<file path="src/rtl/maxnet_mem_loader_pkg.sv">
// maxnet_mem_loader_pkg: shared sizes and loader state encodings for the Maxnet operand memory
package maxnet_mem_loader_pkg;
  localparam int DATA_W = 5;
  localparam int N = 4;
  localparam int TOTAL_WORDS = N + N * N;
  localparam logic [1:0] IDLE = 2'd0;
  localparam logic [1:0] LOAD_X = 2'd1;
  localparam logic [1:0] LOAD_W = 2'd2;
  localparam logic [1:0] DONE = 2'd3;
endpackage

</file>
<file path="src/rtl/maxnet_mem_loader_reg.sv">
// maxnet_mem_loader_reg: parameterised storage register with load enable
module maxnet_mem_loader_reg #(
  parameter int W = 5
) (
  input  logic         clk,
  input  logic         rst,
  input  logic         ld,
  input  logic [W-1:0] d,
  output logic [W-1:0] q
);
  always_ff @(posedge clk)
    if (!rst) q <= '0;
    else if (ld) q <= d;
endmodule

</file>
<file path="src/rtl/maxnet_mem_loader.sv">
// maxnet_mem_loader: streams X then W words into registers and flags a resident operand set
module maxnet_mem_loader #(
  parameter int DATA_W = maxnet_mem_loader_pkg::DATA_W,
  parameter int N = maxnet_mem_loader_pkg::N
) (
  input  logic                  clk,
  input  logic                  rst,
  input  logic                  start,
  input  logic                  in_valid,
  input  logic [DATA_W-1:0]     in_data,
  output logic                  in_ready,
  output logic [N*DATA_W-1:0]   x_flat,
  output logic [N*N*DATA_W-1:0] w_flat,
  output logic                  mem_valid,
  output logic                  load_done,
  output logic [4:0]            word_cnt
);
  import maxnet_mem_loader_pkg::*;
  localparam int TOTAL = N + N * N;
  logic [1:0] state;
  logic [TOTAL*DATA_W-1:0] mem;
  logic xfer;
  assign in_ready = state == LOAD_X || state == LOAD_W;
  assign mem_valid = state == DONE;
  // start wins over a word presented in the same cycle
  assign xfer = in_valid && in_ready && !start;
  assign x_flat = mem[N*DATA_W-1:0];
  assign w_flat = mem[TOTAL*DATA_W-1:N*DATA_W];
  always_ff @(posedge clk)
    if (!rst) begin
      state <= IDLE;
      word_cnt <= '0;
      load_done <= 1'b0;
    end else begin
      load_done <= xfer && word_cnt == 5'(TOTAL - 1);
      if (start) begin
        state <= LOAD_X;
        word_cnt <= '0;
      end else if (xfer) begin
        word_cnt <= word_cnt + 5'd1;
        if (word_cnt == 5'(N - 1)) state <= LOAD_W;
        if (word_cnt == 5'(TOTAL - 1)) state <= DONE;
      end
    end
  for (genvar k = 0; k < TOTAL; k++) begin : g_word
    maxnet_mem_loader_reg #(.W(DATA_W)) u_reg (
      .clk(clk),
      .rst(rst),
      .ld(xfer && word_cnt == 5'(k)),
      .d(in_data),
      .q(mem[k*DATA_W +: DATA_W])
    );
  end
endmodule

</file>
<file path="config.mk">
export PLATFORM = sky130hd
export DESIGN_NAME = maxnet_mem_loader
export DESIGN_NICKNAME = d
export VERILOG_FILES = /design/src/rtl/maxnet_mem_loader_pkg.sv /design/src/rtl/maxnet_mem_loader_reg.sv /design/src/rtl/maxnet_mem_loader.sv
export SDC_FILE = /design/constraint.sdc
export NUM_CORES = 1
export LEC_CHECK = 0
export CORE_MARGIN = 4
export CORE_UTILIZATION = 45
export CTS_BUF_LIST = sky130_fd_sc_hd__clkbuf_4 sky130_fd_sc_hd__clkbuf_8
export CTS_CLUSTER_DIAMETER = 120
export DETAILED_ROUTE_END_ITERATION = 8
export PLACE_DENSITY = 0.75
export SYNTH_ARGS = -nofsm -noshare
export SYNTH_HDL_FRONTEND = slang
export SYNTH_SLANG_ARGS = --single-unit
</file>
<file path="constraint.sdc">
create_clock -name clk -period 1.9 [get_ports clk]
set_input_delay 0.19 -clock clk [delete_from_list [all_inputs] [get_ports clk]]
set_output_delay 0.19 -clock clk [all_outputs]
set_load 0.02 [all_outputs]
</file>
==> qor.txt, run 1 <==
DRC violations left - 0
Slew margin rel. - 49.4%
Largest net degree at the start of global routing - 60
Largest buffer count on any clock path - 2
Vias in the first global route - 3307
Worst EP arrival - 1.63 ns
Setup slack after layout - 0.0768 ns
Final Max Tran Viols - 0
Initial DRC count - 97
Startpoint types - register
Setup CP Type - register to output port
Synth Register Bits - 108
Worst path top cell family by delay - buffers and inverters
Register area share after synthesis - 50.6%
Cell Area, Synth - 0.00427 mm^2
Worst Hold Class - input port to register
Final core utilization - 62.4%
DIE WIDTH - 105 um
Static leakage - 2.58 nW
Post-CTS setup buffer count - 0
CP required - 1.71 ns
TritonCTS clock tree - built
Crit end category - output port
RSZ-0062 raised after global routing - false
Cell depth of the worst hold path - 3
Htree depth - 3
Crit-path max FO - 8
Via-to-Cell Ratio - 4.98
Clock tree sinks - 108
Critical Path Stages - 1
Crit path cell chain - clkdlybuf4s50_1
Max_cap viols - 0
Clock Latency Late Sink - 0.36 ns
Pre-CTS WS - -0.0160 ns
YS warnings - 0
Total power - 0.00374 W
Post-DR wirelength/cell - 16.8 um
Die height - 105 um
Nets - 531
Core Region - 0.00924 mm^2
DR pass1 iterations - 4
Slowest CP cell - clkdlybuf4s50_1
Placer Congestion - 0.799
R2R cell count - 6
Routed wire length - 10900 um
Num CTS Buffers - 9
Final Critical Period - 1.82 ns
Setup violators final - 0
Final hold vios - 0
Area grow syn2layout - 34.9%
Setup TNS Final - 0 ns
GRT Overall Usage - 19.6%
Diodes inserted - 0
Fmax achieved - 548 MHz
Peak supply drop - 0.000338 V
Status - finished clean
Clock skew - 0.0129 ns
Die Area - 0.0111 mm^2
Worst-margin pin slew - 0.757 ns
# rows - 35
Synth cell types - 33
DRT antenna net count - 0
IO Pins - 117
Final worst path period share - 96.0%
Gate Count Post-Synth - 404
Via Count - 3239
CTS Root Cell - clkbuf_8
Share of cells above drive strength 1 - 10.4%
PwrDens - 648 mW/mm^2
Syn Area/Cell - 10.6 um^2
Initial antenna violation count - 0
Largest stage delay, worst path - 0.69 ns
Buffers on Ports - 116
CP bufs+invs - 1
Clock-pin slew of the registers on the worst-case setup and hold paths - 0.09 ns
GRT overflow - 0
Hpwl dp - 7580 um
Starting density of the core - 46.2%
Syn nets - 419
Global-route wire length before repair - 17500 um
==> registers in the layout (all words and copies together), names as in the netlist <==
name / count
g_word.u_reg.q: 100
word_cnt: 5
state: 2
load_done: 1
==> report_power, final <==
group          internal (W)  switching [W]  total [W]
combinational     0.0000602       0.000118   0.000178
sequential          0.00227     0.00000398    0.00227
clock              0.000531       0.000755    0.00129
total               0.00286       0.000878    0.00374
==> kinds of logic (layout without fill, tap and decap cells) <==
kind of cell	count (synthesis)	in the layout	synth area share [%]
adder cells (fa/ha/maj)	6	6	1.76
AO/OA/AOI/OAI	7	7	1.08
XOR/XNOR	2	2	0.410
buffers and inverters	36	153	4.30
multiplexers	100	100	23.4
AND/OR/NAND/NOR	145	145	18.4
flip-flops	108	108	50.6
==> metrics by stage <==
stage                     std cells  hold WS [ns]  area [um^2]
after floorplan                 404         0.334         4270
after global placement          634         0.444         5580
after detailed placement        634         0.449         5580
after CTS                       650         0.193         5760
after global routing            650         0.198         5770
final                           650         0.219         5770
==> final cells by class <==
type	instances	area, um^2
Sequential cell	108	2160
Timing Repair Buffer	133	1310
Clock buffer	11	145
Fill cell	802	3470
Inverter	4	15.0
Tap cell	129	161
Clock inverter	5	35.0
Multi-Input combinational cell	260	1930
==> placed cells by master, fill, tap and decap left out, types with 2 or more instances in the layout <==
master	n
clkdlybuf4s50_1	114
dfxtp_1	108
nand2_1	103
mux2i_1	99
buf_4	15
nor2_1	10
clkbuf_8	10
nand3_4	8
ha_1	6
nand3_2	5
inv_1	4
nand3_1	3
a21oi_1	3
and3_1	2
and3_2	2
nand4_4	2
clkinv_2	2
buf_12	2
==> layer usage <==
layer  wire length [um]  vias to the layer above  global-route usage [%]
li1                   -                     1566                       -
met1               4770                     1585                    24.4
met2               5500                       77                    34.1
met3                512                       11                    4.10
met4                125                        0                    5.53
met5                  0                        -                       0
==> worst paths after layout <==
| kind | from | to | slack (ns) |
|---|---|---|---|
| max | word_cnt[2]$_SDFFE_PP0P_ | word_cnt[2] | 0.08 |
| min | rst | g_word[3].u_reg.q[2]$_SDFFE_PN0P_ | 0.22 |
| max reg2reg | state[0]$_SDFFE_PN0P_ | g_word[13].u_reg.q[0]$_SDFFE_PN0P_ | 0.12 |
| min reg2reg | g_word[18].u_reg.q[1]$_SDFFE_PN0P_ | g_word[18].u_reg.q[1]$_SDFFE_PN0P_ | 0.47 |
==> Yosys cell counts (all sizes together) <==
master	n	area share (%)
dfxtp	108	51
nand2	103	9.0
mux2i	100	23
clkbuf	18	1.6
nand3	16	4.8
buf	14	2.4
nor2	11	1.1
ha	6	1.8
and3	4	0.59
inv	4	0.35
a21oi	3	0.35
nand4	3	1.3
a211o	1	0.21
a311oi	1	0.21
a41oi	1	0.21
and2b	1	0.18
and4	1	0.21
and4b	1	0.23
and4bb	1	0.29
nand2b	1	0.15
nand4b	1	0.21
nor2b	1	0.15
o21ai	1	0.12
or3	1	0.15
xnor2	1	0.21
xor2	1	0.21
==> what timing repair did <==
item / 4_1_cts / 5_1_grt
resized for setup: 1 / 4
hold buffers: 0 / 0
pin swaps: 0 / 0
setup endpoints to repair: 1 / 8
cloned: 0 / 0
endpoints found under the hold margin: 0 / 0
No activity file was read; power rests on OpenSTA's default activity.
==> run 2: changes to the inputs <==
CORE_ASPECT_RATIO = 1.75   (was not set)
CTS_CLUSTER_SIZE = 28   (was not set)
==> run 2 against run 1 <==
Clock power is essentially flat. Clock skew decreased by 0.0020 ns. Sequential cell count stayed put. Fmax increased by 1.3%. Total power shrank 0.44%. Critical endpoint is now g_word[7].u_reg.q[4]$_SDFFE_PN0P_. Cell count shrank 1.2%. Critical path type is now register to register. First-iteration DRC count is 60% higher. Combinational power shrank 3%. Largest cell class unchanged.
==> qor.txt, run 2 (synthesized netlist as in run 1, its figures left out) <==
Status - finished clean
Clock Power Share - 34.3% (about the same)
Vias in the first global route - 3350 (+1.3%)
# rows - 46 (+31%)
Worst-margin pin slew - 0.453 ns (-0.304 ns)
Final hold vios - 0 (unchanged)
Clock skew - 0.0109 ns (-0.00196 ns)
Startpoint types - register
Setup violators final - 0 (unchanged)
# hold bufs at CTS - 0 (unchanged)
Setup slack after layout - 0.0998 ns (+0.0230 ns)
Final core utilization - 62.8% (+0.41 points)
Fmax achieved - 555 MHz (+1.3%)
Static leakage - 2.59 nW (+0.23%)
Largest buffer count on any clock path - 2 (unchanged)
Worst Hold Class - input port to register
Crit path cell chain - ha_1, and4bb_1, buf_4, and3_1, mux2i_1
Largest net degree at the start of global routing - 53 (-12%)
Largest registers - g_word.u_reg.q: 100 flops, word_cnt: 5 flops, state: 2 flops
Post-DR wirelength/cell - 16.8 um (about the same)
Area grow syn2layout - 34.5%
GRT overflow - 0 (unchanged)
Worst EP arrival - 2.09 ns (+0.46 ns)
Gate power share - 4.6% (-0.2 points)
Core Region - 0.00915 mm^2 (-0.96%)
Clock-pin slew of the registers on the worst-case setup and hold paths - 0.10 ns (about the same)
DRT antenna net count - 0 (unchanged)
Total power - 0.00372 W (-0.44%)
Via Count - 3246 (+0.22%)
Diodes inserted - 0 (unchanged)
Commonest non-fill, non-tap cell in the layout - clkdlybuf4s50_1
Routed wire length - 10800 um (-1.1%)
PwrDens - 647 mW/mm^2 (-0.14%)
Max FFs per register - 100 (unchanged)
Layout fillers - 744 (-7.2%)
Switching Fraction - 23.7% (+0.22 points)
Nets - 532 (+0.19%)
Initial antenna violation count - 0 (unchanged)
Commonest non-fill, non-tap cells in the layout - 114 x clkdlybuf4s50_1, 108 x dfxtp_1, 103 x nand2_1, 100 x mux2i_1, 17 x buf_4
Clock tree sinks - 108 (unchanged)
Critical register-to-register path startpoint - state[0]$_SDFFE_PN0P_
Share of cells above drive strength 1 - 9.96% (-0.40 points)
Final Critical Period - 1.80 ns (-0.0230 ns)
Largest reg by FF count - g_word.u_reg.q
Global-route wire length before repair - 17200 um (-2.2%)
Worst R2R Setup Slack - 0.1 ns (-0.02 ns)
Starting density of the core - 46.7% (+0.45 points)
End of the worst register-to-register path - g_word[7].u_reg.q[4]$_SDFFE_PN0P_
DRC violations left - 0 (unchanged)
Max_cap viols - 0 (unchanged)
Crit-path max FO - 9 (+1)
Peak supply drop - 0.000523 V (+55%)
Net Switching - 0.000882 W (+0.48%)
Post-CTS setup buffer count - 0 (unchanged)
Setup TNS Final - 0 ns (unchanged)
Setup CP Type - register to register
Via-to-Cell Ratio - 5.06 (+1.5%)
DR pass1 iterations - 6 (+2)
R2R cell count - 5 (-1)
Placer Congestion - 0.864 (+8.1%)
Cell Int Power - 0.00284 W (-0.72%)
TritonCTS clock tree - built
Cell depth of the worst hold path - 3 (unchanged)
Num CTS Buffers - 9 (unchanged)
Die height - 137 um (+30%)
Hold EP - g_word[0].u_reg.q[3]$_SDFFE_PN0P_
Hpwl dp - 7880 um (+3.9%)
RSZ-0062 raised after global routing - false
IO Pins - 117 (unchanged)
Slew margin rel. - 69.8% (+20 points)
Placed insts - 626 (-1.3%)
HP Start - rst
CTS Root Cell - clkbuf_8
Seq pwr share - 61.1% (+0.3 points)
Area of the multi-input gates - 0.00193 mm^2 (-0.32%)
Post-route insts no fill - 642 (-1.2%)
DIE WIDTH - 81.7 um (-23%)
GRT Overall Usage - 20.1% (+0.53 points)
Seq. cell area - 0.00216 mm^2 (unchanged)
CP required - 2.19 ns (+0.48 ns)
Final worst path period share - 94.7% (-1.2 points)
Htree depth - 3 (unchanged)
Initial DRC count - 155 (+60%)
Pre-CTS WS - 0.00716 ns (+0.0232 ns)
Crit end category - register
Largest stage delay, worst path - 0.37 ns (-0.32 ns)
Clock Latency Late Sink - 0.37 ns (about the same)
Die Area - 0.0112 mm^2 (+0.55%)
Slowest CP cell - and3_1
Final Max Tran Viols - 0 (unchanged)
Buffers on Ports - 116 (unchanged)
==> run 2: metal layers <==
metal / GRT usage, % / routed length, um / share of wire (%)
met5: 0 / 0 / 0
met4: 9.15 / 282 / 2.6
met3: 3.23 / 404 / 3.7
met2: 36.1 / 5820 / 54
met1: 22.8 / 4280 / 40
==> run 2: worst max path at each step <==
| stage | start | to | slack (ns) | cells after the start |
|---|---|---|---|---|
| 5_1_grt | word_cnt[1]$_SDFFE_PP0P_ | g_word[15].u_reg.q[4]$_SDFFE_PN0P_ | 0.01 | 6 |
| 3_5_place_dp | start | g_word[7].u_reg.q[4]$_SDFFE_PN0P_ | 0.007 | 5 |
| 4_1_cts | state[0]$_SDFFE_PN0P_ | g_word[7].u_reg.q[4]$_SDFFE_PN0P_ | 0.11 | 5 |
| 6_report | state[0]$_SDFFE_PN0P_ | g_word[7].u_reg.q[4]$_SDFFE_PN0P_ | 0.1 | 5 |
| 2_1_floorplan | word_cnt[1]$_SDFFE_PP0P_ | g_word[15].u_reg.q[0]$_SDFFE_PN0P_ | 0.09 | 7 |
| 3_3_place_gp | start | g_word[4].u_reg.q[2]$_SDFFE_PN0P_ | 0.12 | 5 |
==> run 2: final cells by class <==
cell class	count	area share, %
tap	120	2.61
clock inverter	5	0.653
clock buffer	11	2.42
inverter	4	0.261
multi-input combinational	260	33.5
timing repair buffer	134	22.9
sequential	108	37.6
==> run 2: repair_timing <==
item                                    CTS  global route
cloned                                    0             0
pin swaps                                 0             1
gates resized for setup                   1             0
endpoints found under the setup margin    1             2
==> run 2: stage by stage <==
| stage | instance area (um^2) | hold slack, ns |
|---|---|---|
| finish | 5750 | 0.181 |
| global route | 5750 | 0.185 |
| CTS | 5750 | 0.168 |
| detailed placement | 5570 | 0.454 |
| global placement | 5570 | 0.445 |
| floorplan | 4270 | 0.334 |
==> run 2: power groups by stage <==
stage / clock (W) / combinational (W) / sequential, W
6_report: 0.00128 / 0.000173 / 0.00227
5_1_grt: 0.00139 / 0.000185 / 0.00227
4_1_cts: 0.00131 / 0.000173 / 0.00227
3_5_place_dp: 0 / 0.000174 / 0.00232
3_3_place_gp: 0 / 0.000173 / 0.00232
2_1_floorplan: 0 / 0.0000982 / 0.00233
==> run 2: worst max-delay path: cells and delay by family, from the launching register on <==
kind	cells	cell delay, ns
adder cells (fa/ha/maj)	1	0.35
AND/OR/NAND/NOR	2	0.59
buffers and inverters	1	0.20
flip-flops	1	0.34
multiplexers	1	0.24
